[src/rtl/synth_pkg.sv]
// Shared note/tone definitions: note index type, note frequency ROM, sequencer states.
// Frequencies match the decode table used by the 7-segment note display.
package synth_pkg;

   typedef logic [3:0] note_idx_t;

   localparam note_idx_t NOTE_REST = 4'd12;

   localparam logic [11:0] NOTE_C_HZ  = 12'd261;
   localparam logic [11:0] NOTE_CS_HZ = 12'd277;
   localparam logic [11:0] NOTE_D_HZ  = 12'd293;
   localparam logic [11:0] NOTE_DS_HZ = 12'd311;
   localparam logic [11:0] NOTE_E_HZ  = 12'd330;
   localparam logic [11:0] NOTE_F_HZ  = 12'd349;
   localparam logic [11:0] NOTE_FS_HZ = 12'd370;
   localparam logic [11:0] NOTE_G_HZ  = 12'd392;
   localparam logic [11:0] NOTE_GS_HZ = 12'd415;
   localparam logic [11:0] NOTE_A_HZ  = 12'd440;
   localparam logic [11:0] NOTE_AS_HZ = 12'd466;
   localparam logic [11:0] NOTE_B_HZ  = 12'd494;

   typedef enum logic [1:0] {
      IDLE = 2'd0,
      PLAY = 2'd1,
      GAP  = 2'd2
   } seq_state_t;

   // Duration is stored as beats-1 so 2 bits cover 1..4 beats.
   typedef struct packed {
      note_idx_t  idx;
      logic [1:0] beats_m1;
   } song_entry_t;

   function automatic logic [11:0] note_hz(input note_idx_t idx);
      case (idx)
         4'd0:    note_hz = NOTE_C_HZ;
         4'd1:    note_hz = NOTE_CS_HZ;
         4'd2:    note_hz = NOTE_D_HZ;
         4'd3:    note_hz = NOTE_DS_HZ;
         4'd4:    note_hz = NOTE_E_HZ;
         4'd5:    note_hz = NOTE_F_HZ;
         4'd6:    note_hz = NOTE_FS_HZ;
         4'd7:    note_hz = NOTE_G_HZ;
         4'd8:    note_hz = NOTE_GS_HZ;
         4'd9:    note_hz = NOTE_A_HZ;
         4'd10:   note_hz = NOTE_AS_HZ;
         4'd11:   note_hz = NOTE_B_HZ;
         default: note_hz = 12'd0;
      endcase
   endfunction

endpackage

[src/rtl/beat_timer.sv]
// Loadable down-counter timing PLAY and GAP phases; expire_o marks the last cycle of a phase.
// A load of N yields N cycles before the phase ends; clear_i parks the counter at zero.
module beat_timer #(
   parameter int W = 8
) (
   input  logic         clk,
   input  logic         rst_n,
   input  logic         load_i,
   input  logic         clear_i,
   input  logic [W-1:0] load_value_i,
   output logic         expire_o
);

   logic [W-1:0] count_q;
   logic [W-1:0] count_d;

   always_comb begin
      count_d = count_q;
      if (clear_i) begin
         count_d = '0;
      end else if (load_i) begin
         count_d = load_value_i;
      end else if (count_q != '0) begin
         count_d = count_q - W'(1);
      end
   end

   always_ff @(posedge clk or negedge rst_n) begin
      if (!rst_n) begin
         count_q <= '0;
      end else begin
         count_q <= count_d;
      end
   end

   assign expire_o = (count_q == W'(1));

endmodule

[src/rtl/note_sequencer.sv]
// Steps a fixed song table and drives the registered freq bus for display and tone generator.
// Start-to-first-note latency is one cycle; stop dominates start; all outputs registered.
module note_sequencer
   import synth_pkg::*;
#(
   parameter int BEAT_CYCLES = 12500000,
   parameter int GAP_CYCLES  = 500000,
   parameter int SONG_LEN    = 8
) (
   input  logic                        clk,
   input  logic                        rst_n,
   input  logic                        start,
   input  logic                        stop,
   input  logic                        loop,
   output logic [11:0]                 freq,
   output logic                        playing,
   output logic                        note_start,
   output logic [$clog2(SONG_LEN)-1:0] step,
   output logic                        done
);

   localparam int SW = $clog2(SONG_LEN);
   localparam int CW = $clog2(4 * BEAT_CYCLES + 1);
   localparam logic [SW-1:0] LAST_STEP = SW'(SONG_LEN - 1);

   function automatic song_entry_t song_rom(input logic [SW-1:0] s);
      case (int'(s))
         0:       song_rom = '{idx: 4'd0,  beats_m1: 2'd0};
         1:       song_rom = '{idx: 4'd2,  beats_m1: 2'd0};
         2:       song_rom = '{idx: 4'd4,  beats_m1: 2'd0};
         3:       song_rom = '{idx: 4'd5,  beats_m1: 2'd0};
         4:       song_rom = '{idx: 4'd7,  beats_m1: 2'd1};
         5:       song_rom = '{idx: 4'd9,  beats_m1: 2'd1};
         6:       song_rom = '{idx: 4'd11, beats_m1: 2'd3};
         7:       song_rom = '{idx: NOTE_REST, beats_m1: 2'd0};
         default: song_rom = '{idx: NOTE_REST, beats_m1: 2'd0};
      endcase
   endfunction

   function automatic logic [CW-1:0] play_cycles(input song_entry_t e);
      play_cycles = CW'((int'(e.beats_m1) + 1) * BEAT_CYCLES);
   endfunction

   seq_state_t    state_q, state_d;
   logic [SW-1:0] step_q, step_d;
   logic [11:0]   freq_q, freq_d;
   logic          playing_q, playing_d;
   logic          note_start_q, note_start_d;
   logic          done_q, done_d;

   logic          enter_play;
   logic          finish;
   logic          tmr_load;
   logic          tmr_clear;
   logic [CW-1:0] tmr_value;
   logic          tmr_expire;

   beat_timer #(.W(CW)) u_timer (
      .clk          (clk),
      .rst_n        (rst_n),
      .load_i       (tmr_load),
      .clear_i      (tmr_clear),
      .load_value_i (tmr_value),
      .expire_o     (tmr_expire)
   );

   always_ff @(posedge clk or negedge rst_n) begin
      if (!rst_n) begin
         state_q      <= IDLE;
         step_q       <= '0;
         freq_q       <= '0;
         playing_q    <= 1'b0;
         note_start_q <= 1'b0;
         done_q       <= 1'b0;
      end else begin
         state_q      <= state_d;
         step_q       <= step_d;
         freq_q       <= freq_d;
         playing_q    <= playing_d;
         note_start_q <= note_start_d;
         done_q       <= done_d;
      end
   end

   always_comb begin
      state_d    = state_q;
      step_d     = step_q;
      tmr_load   = 1'b0;
      tmr_clear  = 1'b0;
      tmr_value  = '0;
      enter_play = 1'b0;
      finish     = 1'b0;
      if (stop) begin
         state_d   = IDLE;
         step_d    = '0;
         tmr_clear = 1'b1;
      end else if (start) begin
         state_d    = PLAY;
         step_d     = '0;
         enter_play = 1'b1;
      end else begin
         case (state_q)
            PLAY: begin
               if (tmr_expire) begin
                  state_d   = GAP;
                  tmr_load  = 1'b1;
                  tmr_value = CW'(GAP_CYCLES);
               end
            end
            GAP: begin
               if (tmr_expire) begin
                  if (step_q != LAST_STEP) begin
                     state_d    = PLAY;
                     step_d     = step_q + SW'(1);
                     enter_play = 1'b1;
                  end else if (loop) begin
                     state_d    = PLAY;
                     step_d     = '0;
                     enter_play = 1'b1;
                  end else begin
                     state_d   = IDLE;
                     step_d    = '0;
                     finish    = 1'b1;
                     tmr_clear = 1'b1;
                  end
               end
            end
            default: ;
         endcase
      end
      // Every entry into PLAY reloads the timer with the new step's duration.
      if (enter_play) begin
         tmr_load  = 1'b1;
         tmr_value = play_cycles(song_rom(step_d));
      end
   end

   always_comb begin
      freq_d       = (state_d == PLAY) ? note_hz(song_rom(step_d).idx) : 12'd0;
      playing_d    = (state_d != IDLE);
      note_start_d = enter_play;
      done_d       = finish;
   end

   assign freq       = freq_q;
   assign playing    = playing_q;
   assign note_start = note_start_q;
   assign step       = step_q;
   assign done       = done_q;

endmodule

[config.mk]
export PLATFORM = sky130hd
export DESIGN_NAME = note_sequencer
export DESIGN_NICKNAME = d
export VERILOG_FILES = /design/src/rtl/synth_pkg.sv /design/src/rtl/beat_timer.sv /design/src/rtl/note_sequencer.sv
export SDC_FILE = /design/constraint.sdc
export NUM_CORES = 1
export LEC_CHECK = 0
export CAP_MARGIN = 20
export CELL_PAD_IN_SITES_DETAIL_PLACEMENT = 2
export CELL_PAD_IN_SITES_GLOBAL_PLACEMENT = 2
export CORE_MARGIN = 2
export CORE_UTILIZATION = 40
export DETAILED_ROUTE_END_ITERATION = 8
export GPL_ROUTABILITY_DRIVEN = 0
export PLACE_DENSITY_LB_ADDON = 0.1
export SLEW_MARGIN = 10
export SYNTH_ARGS = -nofsm -noshare
export SYNTH_HDL_FRONTEND = slang
export SYNTH_SLANG_ARGS = --single-unit
[constraint.sdc]
create_clock -name clk -period 8.2 [get_ports clk]
set_clock_uncertainty 0.2 [all_clocks]
set_input_delay 0.82 -clock clk [delete_from_list [all_inputs] [get_ports clk]]
set_output_delay 0.82 -clock clk [all_outputs]
set_load 0.05 [all_outputs]
### Word-level counts from Yosys, hierarchy flattened

Memory sizes are Yosys's and may differ from the RTL's.
Cells that the tools add are included.

| storage, ports and cells | value |
|---|---|
| bits in read-only memories | 240 |
| memories kept | 3 |
| word-level logic and storage cells | 62 |
| output and inout port bits | 18 |
| bits in registers | 46 |

Memory list:

| memory | words | bits a word | read ports | clocked after Yosys merged registers in | write ports | line | RTL |
|---|---|---|---|---|---|---|---|
| (no name shown) | 16 | 9 | 1 | 0 | 0 | synth_pkg.sv:35 | `case (idx)` |
| (no name shown) | 8 | 6 | 1 | 0 | 0 | note_sequencer.sv:27 | `case (int'(s))` |
| (no name shown) | 8 | 6 | 1 | 0 | 0 | note_sequencer.sv:27 |  |

| operators by class | value |
|---|---|
| add/sub/neg operators | 3 |
| multiply operators | 1 |
| equality and inequality tests | 5 |
| muxes and demuxes | 40 |
| reductions and logical operators | 3 |

Operators with widths:

| kind | count |
|---|---|
| $mux 26 | 4 |
| $mux 19 | 4 |
| $eq 26x1->1 const B | 1 |
| $reduce_bool 26->1 | 1 |
| $sub 26x1->26 const B | 1 |
| $mul 3x19->21 const B | 1 |
| $mux 1 | 20 |
| $mux 3 | 5 |
| $mux 12 | 1 |
| $mux 2 | 5 |
| $eq 2x1->1 const B | 2 |
| $pmux 2 s2 | 1 |
| $add 2x1->3 const B | 1 |
| $add 3x1->3 const B | 1 |
| $ne 3x3->1 const B | 1 |
| $reduce_bool 3->1 | 1 |
| $eq 2x2->1 const B | 1 |
| $reduce_bool 2->1 | 1 |

### Longest topological paths before layout

Gate-level depths: netlist of run 1.
An unclocked memory read counts as a cell.

| logic depth | value |
|---|---|
| depth after elaboration | 13 |
| mapped depth | 18 |

### Modules after synthesis

Synthesis of run 1 repeated with hierarchy kept, for this count alone.

| second synthesis, totals | value |
|---|---|
| cells, all modules | 324 |
| area, all modules | 3067.9 um^2 |

By module, submodules not included:

| module | seq. area each (um^2) | times used | area an instance (um^2) | cells an instance |
|---|---|---|---|---|
| beat_timer | 650.6 | 1 | 1692.9 | 173 |
| note_sequencer | 425.4 | 1 | 1375.1 | 151 |

### Least setup slack after synthesis of run 1

Ideal clock, no wire load.

| timing path | value |
|---|---|
| path kind | reg2reg |
| start | register u_timer.count_q[15] |
| end | register u_timer.count_q[22] |
| stages on the path, launching flop included | 15 |
| slack | 3.846 ns |
| period minus slack after synthesis | 4.354 ns |
| arrival time | 4.085 ns |
| data required time | 7.931 ns |
| buffers on the path | 0 |
| setup time | 0.069 ns |
| cells stage by stage | dfrtp_1 > or4_1 > nor4_4 > a21boi_0 > o21ai_0 > inv_1 > ha_1 > nor2_1 > inv_1 > ha_1 > ha_1 > nand3b_1 > nor3_2 > or4b_1 > nand3_1 |

| between the ends | value |
|---|---|
| word-level cells in the longest chain between the ends | 12 |
| elaborated cells between the ends (all ways) | 29 |
| classes of those cells | add/sub (2); mul (1); eq/ne (1); mux (22); reduce/logical (2); memory (1) |

RTL lines:

| item | line | RTL |
|---|---|---|
| from (decl) | beat_timer.sv:14 | `logic [W-1:0] count_q;` |
| from (signal assigned) | beat_timer.sv:32 | `count_q <= count_d;` |
| $eq 26x1->1 | beat_timer.sv:36 | `assign expire_o = (count_q == W'(1));` |
| $mux 3 | note_sequencer.sv:111 | `if (tmr_expire) begin` |
| $mux 3 | note_sequencer.sv:102 | `case (state_q)` |
| $mux 3 | note_sequencer.sv:97 | `end else if (start) begin` |
| $mux 3 | note_sequencer.sv:93 | `if (stop) begin` |
| net step_d[0] | note_sequencer.sv:45 | `logic [SW-1:0] step_q, step_d;` |
| $mem_v2 8x6 | -- |  |
| $mux 2 | note_sequencer.sv:132 | `if (enter_play) begin` |
| $add 2x1->3 | note_sequencer.sv:41 | `play_cycles = CW'((int'(e.beats_m1) + 1) * BEAT_CYCLES);` |
| $mul 3x19->21 | note_sequencer.sv:41 |  |
| $mux 26 | note_sequencer.sv:132 |  |
| $mux 26 | beat_timer.sv:21 | `end else if (load_i) begin` |
| $mux 26 | beat_timer.sv:19 | `if (clear_i) begin` |

The timed path passes the listed nets, and every way through them passes these cells. The select of a mux whose other input is x is not followed.
A chain may end at the register's enable or synchronous reset.

### Worst setup path after layout of run 1

Ends and elaborated chain as after synthesis.

==> flow_summary_export.csv, run 1 <==
group,metric,value,unit
die,initial_utilization,0.4096,
yosys,yosysTopAreaCellShare,0.3641,
global_routing,antenna_found_initial,0,
route,drt_first_pass_iters,4,
global_routing,grt_pass1_wl,15400,um
yosys,netlist-cell-type-count,60,
yosys,synthArstFlopShare,1.000,
final_layout,layout-drive-gt1-share,0.08235,
yosys,synth_area_leaders,"dfrtp_1 36%, ha_1 11%, nor2_1 4.4%, xnor2_1 3.9%, xor2_1 3.3%",
die,die_height,89.96,um
global_routing,overflow,0,
timing,hold_viol,0,
timing,setup_viol,0,
route,vias_per_cell,5.788,
setup_path,rrSetupSlack,3.01,ns
die,rows,31,
setup_path,rr_endpoint,"u_timer.count_q[22]",
timing,fmax,0.1929,GHz
clock_network,cts.sinks,43,
timing,period_share,0.6323,
global_routing,grt_pass1_vias,2801,
setup_path,critPathLaunchType,"flop",
placed_design,port_buffers,19,
die,io-pin-count,23,
setup_path,cp-end-kind,"flop",
clock_network,numCtsBuffers,5,
placed_design,dpl.hpwl,6685,um
yosys,synth.avg_cell_area,9.294,sq um
timing,finalMaxSlewViolations,0,
yosys,synth_top_area_cell,"dfrtp_1",
final_layout,fillers,817,
timing,hold-worst-slack,0.2730,ns
global_routing,grt_max_degree,44,
final_layout,stdcell_count,439,
global_routing,grt_use_total,0.2369,
timing,worst_slack,3.015,ns
setup_path,r2r_start,"u_timer.count_q[15]",
route,drt-wirelength-per-cell,20.84,um
final_layout,regArea,1076,sq um
route,drtAntennaViolNets,0,
route,routed_wl,9148,um
clock_network,insertion_delay,0.30,ns
clock_network,cts_hold_buffers,0,
yosys,ys_ff_latch,43,
power,p_leak,1.442,nW
flow_run,max_cap_viol_count,0,
timing,worstMarginPinSlew,0.9010,ns
final_layout,area_delta_synth_final,14.48,%
setup_path,r2r_cells,14,
placed_design,place_ws,3.041,ns
clock_network,cts_resized,0,
yosys,synth_cells,318,
yosys,netlist_area,2955,sq um
timing,min_period,5.185,ns
clock_network,h-tree-depth,2,
timing,relSlewSlack,0.3947,
yosys,synth-seq-area-share,0.3641,
power,cellPowerDensity,176.7,nW/um^2
yosys,ys_warn_count,0,
timing,rsz0062_at_grt,"false",
route,drcViolationCount,0,
timing,setup_tns,0,ns
hold_path,hold_class,"in2async",
route,drt_iter0_markers,108,
clock_network,cts_tree,"yes",
die,die-area,8092,sq um
final_layout,antenna_cells,0,
final_layout,multi_input_area,1763,sq um
setup_path,critPathArrivalTime,5.23,ns
setup_path,critical_path_class,"reg2reg",
final_layout,fin_util,0.4690,
yosys,synth_edf_count,0,
run_status,status,"completed",
placed_design,dp_cells,430,
route,dr_total_vias,2541,
clock_network,postCtsSetupRepairBufs,0,
yosys,synth_flop_cell,"dfrtp_1",
final_layout,layout.nets,370,
setup_path,worstPathMaxFanout,7,
setup_path,crit_required,8.24,ns
power,ir_drop,0.09018,mV
die,core,7214,sq um
die,die_w,89.96,um
clock_network,root_buffer,"clkbuf_8",
clock_network,clockBufferDepth,2,
clock_network,path_clk_slew,0.09,ns
## Yosys cell counts (8+ instances only)
cell type / number
xor2_1: 11
nor2_1: 35
inv_1: 17
ha_1: 26
xnor2_1: 13
nor4_1: 9
nor3_1: 14
nand2_1: 15
nand4_1: 8
a21oi_1: 15
dfrtp_1: 43
## cell type report
cell class                      count  share of cell area
Multi-Input combinational cell    248              0.5211
Sequential cell                    43              0.3180
Tap cell                           99             0.03661
Timing Repair Buffer               21             0.06287
Clock inverter                      2             0.01775
Inverter                           20             0.02219
Clock buffer                        6             0.02145
## power breakdown
part           total, mW  switching [mW]  internal, mW
Combinational      0.145          0.0931        0.0518
Sequential         0.249          0.0212         0.227
Clock              0.204          0.0822         0.122
## worst max-delay path, cell delays in order (launching register included)
cell      delay (ns)
dfrtp_1         0.44
or4_1           0.64
nor4_4          0.43
a21boi_0        0.16
o21ai_0         0.73
inv_1           0.29
ha_1            0.35
nor2_1          0.32
inv_1           0.14
ha_1            0.29
ha_1            0.32
nand3b_1        0.13
nor3_2          0.06
or4b_1          0.54
nand3_1         0.10
## sequential cells by signal, indices dropped and copies added, names as in the netlist
name	count
u_timer.count_q	26
freq	9
step	3
state_q	2
done	1
note_start	1
playing	1
## cell usage in the layout, fill, tap and decap left out, types with 3 or more instances in the layout
master | netlist | routed
dfrtp_1 | 43 | 43
nor2_1 | 35 | 35
ha_1 | 26 | 26
clkdlybuf4s50_1 | 0 | 18
inv_1 | 17 | 17
nand2_1 | 15 | 15
a21oi_1 | 15 | 15
nor3_1 | 14 | 14
xnor2_1 | 13 | 13
xor2_1 | 11 | 11
nor4_1 | 9 | 9
nand4_1 | 8 | 8
nand3_1 | 7 | 7
o21ai_0 | 7 | 7
a211oi_1 | 7 | 7
clkbuf_8 | 0 | 5
or2_2 | 4 | 4
o21a_1 | 4 | 4
o211ai_1 | 4 | 4
a22oi_1 | 4 | 4
a221oi_1 | 4 | 4
and4_1 | 3 | 3
or4_1 | 3 | 3
nor2b_1 | 3 | 3
mux2i_1 | 3 | 3
nand2b_1 | 3 | 3
o21ai_1 | 3 | 3
nand3b_1 | 3 | 3
conb_1 | 1 | 3
## cells by family (layout without fill, tap and decap cells)
group           count (synthesis)  after routing  synth area share
other cells                     1              3          0.001269
xor+xnor                       24             24           0.07113
buf+inv                        29             49           0.04191
simple gates                  124            124            0.2384
compound gates                 68             68            0.1630
mux                             3              3           0.01016
flops                          43             43            0.3641
fa+ha+maj                      26             26            0.1101
## stage by stage
step / instance area (sq um) / total power, mW
global route: 3383 / 0.6273
detailed placement: 3231 / 0.3951
floorplan: 2963 / 0.3511
global placement: 3231 / 0.3899
finish: 3383 / 0.5977
CTS: 3363 / 0.6007
## routing by layer
metal,wire length (um),GRT usage,up-vias
li1,-,-,1187
met4,84,0.05000,0
met3,147,0.02515,8
met1,4450,0.3268,1318
met2,4465,0.4053,28
met5,0,0,-
## how the worst max path moves through the flow
stage | startpoint | slack [ns] | endpoint
finish | u_timer.count_q[15] | 3.01 | u_timer.count_q[22]
detailed placement | u_timer.count_q[15] | 3.04 | u_timer.count_q[22]
global route | u_timer.count_q[1] | 2.58 | u_timer.count_q[22]
CTS | u_timer.count_q[15] | 3.03 | u_timer.count_q[22]
floorplan | u_timer.count_q[15] | 3.85 | u_timer.count_q[22]
global placement | u_timer.count_q[15] | 3.43 | u_timer.count_q[22]
(Power assumes the default switching activity.)
==> inputs of run 2 (changes only) <==
--- a/config.mk
+++ b/config.mk
@@ -9,7 +9,7 @@
 export CELL_PAD_IN_SITES_DETAIL_PLACEMENT = 2
 export CELL_PAD_IN_SITES_GLOBAL_PLACEMENT = 2
 export CORE_MARGIN = 2
-export CORE_UTILIZATION = 40
+export CORE_UTILIZATION = 37
 export DETAILED_ROUTE_END_ITERATION = 8
 export GPL_ROUTABILITY_DRIVEN = 0
 export PLACE_DENSITY_LB_ADDON = 0.1
==> constraint.sdc (replaced) <==
create_clock -name clk -period 5.4 [get_ports clk]
set_clock_uncertainty 0.2 [all_clocks]
set_input_delay 0.54 -clock clk [delete_from_list [all_inputs] [get_ports clk]]
set_output_delay 0.54 -clock clk [all_outputs]
set_load 0.05 [all_outputs]
==> run 2 against run 1 <==
Compared with the run above: cell count up 1.6%; non-clock buffer count up 4; hold slack worse by 0.072 ns; sequential share of layout area down 0.20 points; global-route usage down 1.2 points; first-iteration DRC count up 63%; highest routed layer unchanged.
==> flow_summary_export.csv, run 2 (synthesis gave the netlist of run 1 again) <==
group,metric,value,unit
run_status,status,"completed",
route,drcViolationCount,0,
clock_network,h-tree-depth,2,
timing,rsz0062_at_grt,"false",
setup_path,r2r_start,"u_timer.count_q[15]",
route,drt-wirelength-per-cell,20.30,um
timing,setup_viol,0,
power,ir_drop,0.1081,mV
final_layout,multi_input_area,1763,sq um
setup_path,cp-startpoint,"u_timer.count_q[15]",
timing,worstMarginPinSlew,1.030,ns
global_routing,antenna_found_initial,0,
placed_design,place_ws,0.5786,ns
die,io-pin-count,23,
clock_network,path_clk_slew,0.09,ns
power,cellPowerDensity,267.9,nW/um^2
clock_network,cts_tree,"yes",
power,finalPower,912.0,uW
setup_path,cp-end-kind,"flop",
global_routing,grt_max_degree,44,
placed_design,port_buffers,19,
route,dr_total_vias,2564,
die,die_w,93.37,um
die,rows,32,
global_routing,grt_use_total,0.2252,
timing,relSlewSlack,0.3134,
hold_path,hold_class,"in2async",
global_routing,overflow,0,
setup_path,critPathSlowestCell,"or4_1",
setup_path,cp_common_cell,"ha_1",
clock_network,cts_hold_buffers,0,
timing,period_share,0.8867,
setup_path,path_cells,"or4_1, nor4_4, a21boi_0, o21ai_0, buf_4, inv_1, ha_1, nor2_1, inv_1, ha_1, ha_1, nand3b_1, nor3_2, o311ai_0, nand3_1",
timing,hold_viol,0,
route,routed_wl,9056,um
setup_path,critical_path_class,"reg2reg",
placed_design,dp_cells,438,
final_layout,regArea,1076,sq um
die,die_height,93.37,um
route,drt_first_pass_iters,4,
timing,worst_slack,0.6117,ns
setup_path,critPathArrivalTime,4.76,ns
timing,min_period,4.788,ns
global_routing,grt_pass1_wl,15170,um
timing,fmax,0.2088,GHz
flow_run,max_cap_viol_count,0,
final_layout,antenna_cells,0,
setup_path,critPathLaunchType,"flop",
placed_design,dpl.hpwl,6844,um
final_layout,area_delta_synth_final,15.20,%
final_layout,stdcell_count,446,
clock_network,postCtsSetupRepairBufs,0,
power,p_leak,1.455,nW
timing,finalMaxSlewViolations,0,
clock_network,cts.sinks,43,
clock_network,root_buffer,"clkbuf_8",
die,initial_utilization,0.3824,
global_routing,grt_pass1_vias,2796,
final_layout,top_register,"u_timer.count_q",
final_layout,layout-drive-gt1-share,0.09302,
route,vias_per_cell,5.749,
route,drt_iter0_markers,176,
final_layout,largest_reg_flops,26,
setup_path,worstPathMaxFanout,7,
clock_network,numCtsBuffers,5,
die,core,7727,sq um
setup_path,crit_required,5.38,ns
final_layout,layout_commonest_cell,"dfrtp_1",
die,die-area,8718,sq um
final_layout,final_cell_mix,"43 x dfrtp_1, 35 x nor2_1, 26 x ha_1",
setup_path,critPathMaxStageDelay,0.65,ns
final_layout,layout.nets,374,
clock_network,insertion_delay,0.31,ns
clock_network,clockBufferDepth,2,
timing,hold-worst-slack,0.2014,ns
route,drtAntennaViolNets,0,
final_layout,fillers,827,
clock_network,cts_resized,0,
timing,setup_tns,0,ns
[run 2: changes by cell type in the layout (fill, tap and decap cells not counted)]
| cell | change |
|---|---|
| buf_12 | -1 |
| buf_4 | +5 |
[run 2: metrics by stage]
stage | area, sq um | util
CTS | 3405 | 0.4406
finish | 3405 | 0.4406
global placement | 3272 | 0.4234
detailed placement | 3272 | 0.4234
global route | 3405 | 0.4406
floorplan | 2963 | -
[run 2: area by class of cell]
cell class,instances,area share
clock buffers,6,0.02132
multi-input cells,248,0.5178
well taps,102,0.03749
flip-flops and latches,43,0.3161
repair buffers,25,0.06762
clock inverters,2,0.01764
inverters,20,0.02205
[run 2: layer usage]
layer  track usage  part of all wire  vias up
met4       0.06005             0.013        0
li1              -                 -     1200
met2        0.3855              0.50       36
met1        0.2978              0.46     1321
met5             0                 0        -
met3       0.03143             0.027        7
[run 2: path summary, 6_finish.rpt]
| kind | endpoint | slack, ns | depth (start not counted) |
|---|---|---|---|
| setup / recovery | u_timer.count_q[22] | 0.61 | 15 |
| hold / removal | u_timer.count_q[4] | 0.20 | 1 |
| setup reg to reg | u_timer.count_q[22] | 0.61 | 15 |
| hold reg to reg | u_timer.count_q[21] | 0.39 | 2 |
| max in group asynchronous | freq[6] | 4.15 | 1 |
| min in group clk | u_timer.count_q[21] | 0.39 | 2 |
[run 2: power breakdown]
group | total [mW] | internal [mW] | switching (mW) | leakage [nW]
logic | 0.228 | 0.0865 | 0.141 | 0.815
registers | 0.378 | 0.345 | 0.0327 | 0.575
clock network | 0.306 | 0.185 | 0.121 | 0.0654
total | 0.912 | 0.617 | 0.295 | 1.46
[run 2: critical path, delay by kind of cell, from the launching register on]
kind | cells | cell delay, ns
flip-flops | 1 | 0.45
AND/OR/NAND/NOR | 6 | 1.81
adder cells (fa/ha/maj) | 3 | 0.90
buffers and inverters | 3 | 0.47
AO/OA/AOI/OAI | 3 | 0.83
